===== src/rtl/pcpu_shift_pkg.sv =====
// Shared encodings and default sizes for the iterative EX-stage shifter.
// Optional rotate support is enabled by defining PCPU_SHIFT_ROTATE_EN.
package pcpu_shift_pkg;

  localparam int WIDTH_DEF   = 32;
  localparam int SHAMT_W_DEF = 5;

  typedef enum logic [1:0] {
    SH_SLL = 2'b00,
    SH_SRL = 2'b01,
    SH_SRA = 2'b10,
    SH_ROR = 2'b11
  } sh_op_e;

  typedef enum logic [1:0] {
    ST_IDLE  = 2'b00,
    ST_SHIFT = 2'b01,
    ST_DONE  = 2'b10
  } sh_state_e;

endpackage


===== src/rtl/pcpu_shift_step.sv =====
// Combinational single shift step of 0..STEP bits with the fill each op needs.
// Rotate is built only when PCPU_SHIFT_ROTATE_EN is defined; otherwise op 11 acts as SRL.
module pcpu_shift_step
  import pcpu_shift_pkg::*;
#(
  parameter int WIDTH = WIDTH_DEF,
  parameter int K_W   = 1
) (
  input  logic [WIDTH-1:0] i_data,
  input  sh_op_e           i_op,
  input  logic [K_W-1:0]   i_k,
  output logic [WIDTH-1:0] o_data
);

`ifdef PCPU_SHIFT_ROTATE_EN
  logic [2*WIDTH-1:0] w_rot;
  // Rotate right as a right shift of the doubled word.
  assign w_rot = {i_data, i_data} >> i_k;
`endif

  // Select the shifted value and fill for the requested op.
  always_comb begin
    o_data = i_data;
    case (i_op)
      SH_SLL: o_data = i_data << i_k;
      SH_SRL: o_data = i_data >> i_k;
      SH_SRA: o_data = $unsigned($signed(i_data) >>> i_k);
`ifdef PCPU_SHIFT_ROTATE_EN
      SH_ROR: o_data = w_rot[WIDTH-1:0];
`else
      SH_ROR: o_data = i_data >> i_k;
`endif
      default: o_data = i_data;
    endcase
  end

endmodule


===== src/rtl/pcpu_iter_shifter.sv =====
// Multi-cycle iterative shifter (SLL/SRL/SRA, optional ROR) with start/busy/done handshake.
// Define PCPU_SHIFT_ROTATE_EN to give op 11 rotate-right semantics instead of SRL.
module pcpu_iter_shifter
  import pcpu_shift_pkg::*;
#(
  parameter int WIDTH   = WIDTH_DEF,
  parameter int SHAMT_W = SHAMT_W_DEF,
  parameter int STEP    = 1
) (
  input  logic               clk,
  input  logic               rstn,
  input  logic               start,
  input  logic [1:0]         op,
  input  logic [WIDTH-1:0]   operand,
  input  logic [SHAMT_W-1:0] shamt,
  input  logic               flush,
  output logic               ready,
  output logic               busy,
  output logic               done,
  output logic [WIDTH-1:0]   result
);

  localparam int                 K_W    = $clog2(STEP + 1);
  localparam logic [SHAMT_W-1:0] STEP_C = SHAMT_W'(STEP);

  sh_state_e          r_state;
  sh_state_e          w_next;
  sh_op_e             r_op;
  logic [WIDTH-1:0]   r_work;
  logic [WIDTH-1:0]   r_result;
  logic [SHAMT_W-1:0] r_count;
  logic [K_W-1:0]     w_k;
  logic [WIDTH-1:0]   w_step;
  logic               w_accept;
  logic               r_ready;
  logic               r_busy;
  logic               r_done;

  // Flush beats start, so an op is never accepted in a flush cycle.
  assign w_accept = start & r_ready & ~flush;

  // Bits consumed this cycle: min(STEP, remaining count).
  always_comb begin
    if (r_count > STEP_C) begin
      w_k = K_W'(STEP);
    end else begin
      w_k = K_W'(r_count);
    end
  end

  pcpu_shift_step #(
    .WIDTH (WIDTH),
    .K_W   (K_W)
  ) u_step (
    .i_data (r_work),
    .i_op   (r_op),
    .i_k    (w_k),
    .o_data (w_step)
  );

  // Next-state decode.
  always_comb begin
    w_next = r_state;
    if (flush) begin
      w_next = ST_IDLE;
    end else if (w_accept) begin
      w_next = (shamt == {SHAMT_W{1'b0}}) ? ST_DONE : ST_SHIFT;
    end else begin
      case (r_state)
        ST_IDLE:  w_next = ST_IDLE;
        ST_SHIFT: w_next = (r_count > STEP_C) ? ST_SHIFT : ST_DONE;
        ST_DONE:  w_next = ST_IDLE;
        default:  w_next = ST_IDLE;
      endcase
    end
  end

  // State register and handshake outputs, registered from the next state.
  always_ff @(posedge clk or negedge rstn) begin
    if (!rstn) begin
      r_state <= ST_IDLE;
      r_ready <= 1'b1;
      r_busy  <= 1'b0;
      r_done  <= 1'b0;
    end else begin
      r_state <= w_next;
      r_ready <= (w_next != ST_SHIFT);
      r_busy  <= (w_next == ST_SHIFT);
      r_done  <= (w_next == ST_DONE);
    end
  end

  // Datapath: load on accept, step while shifting, publish result on entry to DONE.
  always_ff @(posedge clk or negedge rstn) begin
    if (!rstn) begin
      r_work   <= '0;
      r_op     <= SH_SLL;
      r_count  <= '0;
      r_result <= '0;
    end else if (flush) begin
      r_count  <= '0;
    end else if (w_accept) begin
      r_work  <= operand;
      r_op    <= sh_op_e'(op);
      r_count <= shamt;
      if (shamt == {SHAMT_W{1'b0}}) begin
        r_result <= operand;
      end
    end else if (r_state == ST_SHIFT) begin
      r_work  <= w_step;
      r_count <= r_count - SHAMT_W'(w_k);
      if (w_next == ST_DONE) begin
        r_result <= w_step;
      end
    end
  end

  assign ready  = r_ready;
  assign busy   = r_busy;
  assign done   = r_done;
  assign result = r_result;

endmodule


===== config.mk =====
export PLATFORM = sky130hd
export DESIGN_NAME = pcpu_iter_shifter
export DESIGN_NICKNAME = d
export VERILOG_FILES = /design/src/rtl/pcpu_shift_pkg.sv /design/src/rtl/pcpu_shift_step.sv /design/src/rtl/pcpu_iter_shifter.sv
export SDC_FILE = /design/constraint.sdc
export NUM_CORES = 1
export LEC_CHECK = 0
export CAP_MARGIN = 20
export CORE_UTILIZATION = 35
export CTS_BUF_LIST = sky130_fd_sc_hd__clkbuf_8
export DETAILED_ROUTE_END_ITERATION = 8
export GPL_ROUTABILITY_DRIVEN = 0
export SLEW_MARGIN = 40
export SYNTH_ARGS = -nofsm -noshare
export SYNTH_HDL_FRONTEND = slang
export SYNTH_SLANG_ARGS = --single-unit

===== constraint.sdc =====
create_clock -name clk -period 2.39 [get_ports clk]
set_clock_uncertainty 0.1 [all_clocks]
set_input_delay 0.717 -clock clk [delete_from_list [all_inputs] [get_ports clk]]
set_output_delay 0.717 -clock clk [all_outputs]
set_load 0.03 [all_outputs]

==> metrics.txt, run 1 <==
dpl cells=between 600 and 700; Seq/Total Area, Yosys=45.74%; CP required=1.57 ns; fin. max-slew vios=0; Cell Pwr Density=about 1100 nW/µm²; Cell variety after synth=37; initial antenna violation count=0; Setup Crit Path Kind=reg2out; CTS Sinks=76; yosys warns=0; largest cells by area after synthesis=dfrtp_1 45%, o31ai_2 8.4%, mux2i_1 7.5%, o32a_1 7.2%, nand2_1 6.6%; worst reg2reg path depth=5; average routed wire per standard cell=17.48 µm; CP cell instances=clkdlybuf4s50_1; status=finished, violations left; DP Worst Slack=-0.2372 ns; diodes inserted=0; Die Wd=111.0 µm; Clock Pin Slew Worst Setup and Hold Paths=0.09 ns; maximum clock path buffer count=2; Layout Nets=519; reg-to-reg endpoint=result[8]; core area=~12,000 µm²; largest net degree at the start of global routing=36; Gate Count Post-Synth=~390; Rows=39; Post-DP Area=5221 µm²; Mapped Nets=438; Seq cells post-synth=76; total CTS buffers=9; Max Cap Viol=0; largest fanout on the critical path=2; CP Data Arrival Time=1.47 ns; count leader, synth=dfrtp_1; RSZ-0062 raised after global routing=no; DR vias=roughly 3.5k; Mapped Area=4160 µm²; CP Launch Type=register; WP buf/inv=1; CTS tree=done; r2r setup slk=0.29 ns; area leader, netlist=dfrtp_1; Synth async-reset ratio=100.0%; Starting Density=36.13%; overall routing resource usage=18.81%; Final Core Density=47.15%; leakage power=between 2 and 2.5 nW; Fmax achieved=437.8 MHz; share of layout cells above drive strength 1=17.29%; IO buf count=77; Peak supply drop=0.4160 mV; Hold Crit Class=in2async; Hold Vio Cnt, Final=0; Die ar.=about 12,000 µm²; EDFF count, synth=0; fin crit period=2.284 ns; final setup vio count=0; # DRC=4; failing checks=DRC; Max stage delay on crit path=roughly 0.7 ns; Hold WS=0.1830 ns; IO Count=a little under 80; mean cell area of the mapped netlist=10.56 µm²; routed vias/inst=5.602; first-pass GRT wire length=about 19 mm; die height=roughly 110 µm; DP Wirelength=7.360 mm; htree depth=3; Slew headroom=61.91%; via count of the first global-routing pass=between 3k and 4k; R2R Path Start=r_count[1]; number of detailed-route iterations in the first pass=6; Worst setup EP type=output pin; Pwr Total=5.946 mW; first-iteration detailed-routing DRC count=204; slack of the critical path=0.1059 ns; CP delay by family, top=buffers and inverters; Root Buffer=clkbuf_8; final cell count without fillers=623; share of the synthesized area in the top cell type=a little under half; synth cell count leaders=75 x dfrtp_1, 73 x nand2_1, 33 x a21oi_1, 31 x mux2i_1; Clk Latency, worst-skew pair=approximately 0.36 ns; total grt overflow=0; Final ANT Viol Nets=0; Final period util=95.57%; P&R area growth vs syn=30.53%; hold buffer count at CTS=0; Most used DFF post-synth=dfrtp_1; Least-Margin Pin Slew=0.5714 ns; WL final=10.89 mm; setup TNS=0 ns; Worst path slowest cell=clkdlybuf4s50_1; Finished Cell Area=5430 µm²
[where the power goes]
part	total (mW)	internal (mW)	leakage [nW]	switching, mW
sequential	2.25	1.76	0.840	0.483
clock	1.05	0.541	0.102	0.510
combinational	2.65	1.26	1.15	1.39
total	5.95	3.57	2.10	2.38
[area by class of cell]
cell class | count | area [µm²]
clock buffer | 11 | 151.4
sequential | 76 | 1903
inverter | 4 | 15.01
tap | 143 | 178.9
fill | 1098 | 6086
multi-input combinational | 278 | 2051
clock inverter | 5 | 58.81
timing repair buffer | 106 | 1072
[layer usage]
metal / routed length (µm) / global-route usage [%] / up-vias
met5: 0 / 0 / -
met4: 78 / 4.685 / 0
met3: 428 / 4.319 / 7
met2: 5064 / 29.52 / 82
met1: 5316 / 26.23 / 1737
li1: - / - / 1664
[kinds of logic after synthesis]
| logic type | synth area share [%] |
|---|---|
| flops | 45.74 |
| compound gates | 30.44 |
| simple gates | 10.23 |
| fa+ha+maj | 0.3007 |
| xor+xnor | 0.4211 |
| mux | 7.459 |
| buf+inv | 5.414 |
[cell usage in the layout (no fill, tap or decap), drive strengths merged]
master,n
dfrtp,75
clkdlybuf4s50,75
nand2,73
a21oi,35
mux2i,31
o31ai,31
o32a,30
o22a,30
buf,30
clkbuf,11
nor2,9
a211oi,6
o21ai,6
inv,5
nor3,3
nand3,3
o211ai,2
a311oi,2
xor2,2
clkinvlp,2
nor4,2
o32ai,2
nand2b,1
o21a,1
nand3b,1
and3b,1
a21o,1
and2,1
or2,1
or3,1
nor2b,1
nand4b,1
ha,1
bufinv,1
clkinv,1
dlygate4sd2,1
dfstp,1
[sequential cells by signal (all words and copies together) (netlist names)]
register / count
busy: 1
done: 1
r_count: 5
r_op: 2
r_state: 2
r_work: 32
ready: 1
result: 32
[what timing repair did]
action / 4_1_cts / 5_1_grt
gates resized for setup: 1 / 0
buffers inserted: 0 / 0
setup endpoints to repair: 1 / 0
[worst max path at each step]
stage | startpoint | to | slack (ns) | depth (start not counted)
global placement | shamt[3] | result[27] | -0.22 | 6
floorplan | flush | result[1] | 0.22 | 7
detailed placement | shamt[3] | result[29] | -0.24 | 6
CTS | result[8] | result[8] | 0.10 | 1
finish | result[8] | result[8] | 0.11 | 1
global route | result[8] | result[8] | 0.07 | 1
No activity file was read; power rests on OpenSTA's default activity.
==> run 2, diff against run 1 <==
- CTS_BUF_LIST: sky130_fd_sc_hd__clkbuf_8 -> unset
- PLACE_DENSITY: unset -> 0.62
==> run 2 against run 1 <==
Effect of this change:
- the flow still finishes with violations (DRC)
- wire length down 5.1%
- sequential cell count is the same
- core utilization up 0.36 points
- first-iteration DRC count shrank 25%
- highest routed layer unchanged
- non-clock buffer count did not move
- final cell count decreased by 0.16%
- sequential share of layout area shrank 0.26 points
- critical path depth is the same
- critical endpoint is now result[7]
- clock power grew 13%
==> metrics.txt, run 2 (synthesis gave the netlist of run 1 again) <==
status=finished, violations left; failing checks=DRC; Setup Crit Path Kind=reg2out; total CTS buffers=9 (unchanged); Root Buffer=clkbuf_16; Final Core Density=47.51% (+0.36 points); hold buffer count at CTS=0 (unchanged); CTS Sinks=76 (unchanged); Layout Nets=519 (unchanged); Starting Density=36.13% (unchanged); Final ANT Viol Nets=0 (unchanged); first-iteration detailed-routing DRC count=152 (-25%); htree depth=3 (unchanged); Peak supply drop=0.4189 mV (+0.70%); Rows=39 (unchanged); Hold Crit Class=in2async; P&R area growth vs syn=31.52%; Hold WS=0.2425 ns (+0.05944 ns); fin crit period=2.238 ns (-0.04594 ns); dpl cells=607 (unchanged); Least-Margin Pin Slew=0.5392 ns (-0.03217 ns); initial antenna violation count=0 (unchanged); DP Wirelength=7.123 mm (-3.2%); Slew headroom=64.05% (+2.1 points); Die ar.=12,330 µm² (unchanged); Cell Pwr Density=1106 nW/µm² (+1.0%); fin. max-slew vios=0 (unchanged); Fmax achieved=446.8 MHz (+2.1%); die height=111.0 µm (unchanged); CTS tree=done; CP Data Arrival Time=1.42 ns (-0.05 ns); first-pass GRT wire length=18.15 mm (-2.3%); commonest non-fill, non-tap cells in the layout=75 x dfrtp_1, 75 x clkdlybuf4s50_1, 73 x nand2_1; via count of the first global-routing pass=3,595 (+0.31%); largest net degree at the start of global routing=44 (+22%); CP delay by family, top=buffers and inverters; DR vias=3,436 (-1.5%); post-cts sizing count=1 (unchanged); core area=11,520 µm² (unchanged); Hold Vio Cnt, Final=0 (unchanged); Max Cap Viol=0 (unchanged); Max stage delay on crit path=0.69 ns (about the same); total grt overflow=0 (unchanged); share of layout cells above drive strength 1=16.49% (-0.80 points); overall routing resource usage=18.01% (-0.80 points); WP buf/inv=1 (unchanged); Clock Pin Slew Worst Setup and Hold Paths=0.06 ns (-0.03 ns); routed vias/inst=5.524 (-1.4%); fill count=1,094 (-0.36%); CP required=1.57 ns (about the same); RSZ-0062 raised after global routing=no; Final period util=93.65% (-1.9 points); maximum clock path buffer count=2 (unchanged); final cell count without fillers=622 (-0.16%); Worst setup EP type=output pin; diodes inserted=0 (unchanged); # DRC=10 (+6); Die Wd=111.0 µm (unchanged); leakage power=2.118 nW (+1.0%); number of detailed-route iterations in the first pass=6 (unchanged); largest fanout on the critical path=2 (unchanged); IO Count=78 (unchanged); Clk Latency, worst-skew pair=0.32 ns (-0.04 ns); final setup vio count=0 (unchanged); WL final=10.33 mm (-5.1%); average routed wire per standard cell=16.61 µm (-5.0%); Worst path slowest cell=clkdlybuf4s50_1; Post-CTS Setup Bufs=0 (unchanged); CP Launch Type=register; CP cell instances=clkdlybuf4s50_1; setup TNS=0 ns (unchanged); IO buf count=77 (unchanged)
[run 2: changes by cell type in the layout (fill, tap and decap cells not counted), moves of 2 or more]
| cell | change |
|---|---|
| clkbuf_1 | +3 |
| clkbuf_16 | +9 |
| clkbuf_8 | -11 |
| clkinv_2 | +2 |
| clkinvlp_4 | -2 |
[run 2: final timing paths]
kind / from / to / slack (ns) / depth (start not counted)
setup reg to reg: r_count[1] / result[8] / 0.25 / 5
max in group asynchronous: rstn / r_work[18] / 1.37 / 2
min in group clk: result[25] / result[25] / 0.40 / 1
hold reg to reg: result[25] / result[25] / 0.40 / 1
hold / removal: rstn / result[4] / 0.24 / 1
setup / recovery: result[7] / result[7] / 0.15 / 1
[run 2: area by class of cell]
type	count	area, µm²	area share (%)
sequential	76	1903	34.78
clock buffer	12	236.5	4.322
tap	143	178.9	3.270
clock inverter	3	15.01	0.2744
timing repair buffer	106	1072	19.60
inverter	4	15.01	0.2744
multi-input combinational	278	2051	37.48
[run 2: metal layers]
metal,track usage (%),wire length [µm],vias up
li1,-,-,1655
met1,25.54,5098,1701
met2,28.60,4773,68
met3,2.406,336,12
met4,5.676,120,0
met5,0,0,-
[run 2: metrics by stage]
step	cell area (µm²)	power (mW)	worst slack, ns
after floorplan	4160	3.916	0.2200
after global placement	5219	4.829	-0.08733
after detailed placement	5221	4.902	-0.1161
after CTS	5472	6.096	0.1442
after global routing	5472	6.418	0.1173
final	5472	6.051	0.1518
[run 2: where the power goes]
part	total [mW]	leakage, nW	internal, mW	switching (mW)
logic	2.62	1.15	1.25	1.37
clock network	1.19	0.126	0.693	0.495
registers	2.24	0.840	1.77	0.472
total	6.05	2.12	3.71	2.34
==> run 3, diff against run 2 <==
- MAX_ROUTING_LAYER: unset -> met4
==> run 3 against run 2 <==
Effect of this change:
- the run still ends with DRC left
- global-route usage up 0.66 points
- combinational power hardly changed
- clock power about the same
- final cell count did not move
- power hardly changed
- non-clock buffer count stayed put
- sequential share of layout area is the same
- worst hold slack hardly changed
- design area did not move
- count of clock-buffer cells in the layout unchanged
- largest cell class unchanged
==> metrics.txt, run 3 (synthesis gave the netlist of run 1 again) <==
CP delay by family, top=buffers and inverters; routed vias/inst=5.465 (-1.1%); total grt overflow=0 (unchanged); # DRC=10 (unchanged); CP required=1.57 ns (about the same); global-route track usage on met3=2.679% (+0.27 points); r2r setup slk=0.25 ns (about the same); DP Wirelength=7.123 mm (unchanged); first-iteration detailed-routing DRC count=155 (+2.0%); P&R area growth vs syn=31.52% (unchanged); fin. max-slew vios=0 (unchanged); via count of the first global-routing pass=3,598 (+0.083%); Post-DP Area=5221 µm² (unchanged); htree depth=3 (unchanged); total stage count of the critical path=1 (unchanged); GR Layer Usage met1=25.68% (+0.14 points); Worst Setup SP=result[8]; Slew headroom=63.60% (-0.45 points); final cell count without fillers=622 (unchanged); fin crit period=2.228 ns (-0.01006 ns); Least-Margin Pin Slew=0.5459 ns (+0.006750 ns); reg-to-reg endpoint=result[8]; Final Core Density=47.51% (unchanged); Final period util=93.23% (-0.42 points); initial antenna violation count=0 (unchanged); IO buf count=77 (unchanged); R2R Path Start=r_count[1]; largest fanout on the critical path=2 (unchanged); Peak supply drop=0.4232 mV (+1.0%); dpl cells=607 (unchanged); diodes inserted=0 (unchanged); status=finished, violations left; final setup vio count=0 (unchanged); fill count=1,094 (unchanged); Hold WS=0.2425 ns (+0.00006300 ns); Clk Latency, worst-skew pair=0.32 ns (about the same); CP Data Arrival Time=1.41 ns (about the same); Root Buffer=clkbuf_16; routing usage on met2=28.68% (+0.084 points); CP cell instances=clkdlybuf4s50_1; Die ar.=12,330 µm² (unchanged); largest net degree at the start of global routing=44 (unchanged); Hold Crit Class=in2async; Final ANT Viol Nets=0 (unchanged); total CTS buffers=9 (unchanged); commonest non-fill, non-tap cells in the layout=75 x dfrtp_1, 75 x clkdlybuf4s50_1, 73 x nand2_1; CTS Sinks=76 (unchanged); WL final=10.37 mm (+0.36%); Worst setup EP type=output pin; Setup Crit Path Kind=reg2out; DR vias=3,399 (-1.1%); Finished Cell Area=5472 µm² (unchanged); Max Cap Viol=0 (unchanged); GR peak layer=met2; overall routing resource usage=18.68% (+0.66 points); failing checks=DRC; IO Count=78 (unchanged); Fmax achieved=448.8 MHz (+0.45%); CTS tree=done; maximum clock path buffer count=2 (unchanged); core area=11,520 µm² (unchanged); Worst setup endpoint=result[8]; average routed wire per standard cell=16.67 µm (+0.36%); leakage power=2.118 nW (unchanged); Cell Pwr Density=1106 nW/µm² (about the same); post-cts sizing count=1 (unchanged); Die Wd=111.0 µm (unchanged); CP Launch Type=register; share of layout cells above drive strength 1=16.49% (unchanged); Post-CTS Setup Bufs=0 (unchanged); WP buf/inv=1 (unchanged); Layout Nets=519 (unchanged); worst reg2reg path depth=5 (unchanged); hold buffer count at CTS=0 (unchanged); Starting Density=36.13% (unchanged); Clock Pin Slew Worst Setup and Hold Paths=0.06 ns (about the same); Rows=39 (unchanged); Worst path slowest cell=clkdlybuf4s50_1; first-pass GRT wire length=18.22 mm (+0.35%); number of detailed-route iterations in the first pass=6 (unchanged); RSZ-0062 raised after global routing=no; Hold Vio Cnt, Final=0 (unchanged); Max stage delay on crit path=0.69 ns (about the same); die height=111.0 µm (unchanged)
run 3: how the worst min path moves through the flow:
stage | end | depth (start not counted) | slack [ns] | start
after floorplan | busy | 0 | 0.32 | rstn
after global placement | result[30] | 1 | 0.39 | result[30]
after detailed placement | result[25] | 1 | 0.39 | result[25]
after CTS | result[4] | 1 | 0.26 | rstn
after global routing | result[4] | 1 | 0.28 | rstn
final | result[4] | 1 | 0.24 | rstn
run 3: final cells by class:
type                       count  area, µm²  area share (%)
multi-input combinational    278       2051           37.48
sequential                    76       1903           34.78
timing repair buffer         106       1072           19.60
clock buffer                  12      236.5           4.322
tap                          143      178.9           3.270
clock inverter                 3      15.01          0.2744
inverter                       4      15.01          0.2744
run 3: metal layers:
metal  part of all wire, %  wire length [µm]
met5                     0                 0
met4                  0.99               103
met1                    50              5136
met2                    46              4781
met3                   3.3               344
run 3: per-stage QoR:
step	power [mW]	setup TNS (ns)	worst slack, ns
3_3_place_gp	4.829	-2.643	-0.08733
2_1_floorplan	3.916	0	0.2200
3_5_place_dp	4.902	-3.162	-0.1161
4_1_cts	6.096	0	0.1442
5_1_grt	6.423	0	0.1143
6_report	6.053	0	0.1618
run 3: power breakdown:
| part | internal (mW) | switching [mW] | total, mW |
|---|---|---|---|
| clock | 0.693 | 0.496 | 1.19 |
| combinational | 1.25 | 1.37 | 2.62 |
| sequential | 1.77 | 0.472 | 2.24 |
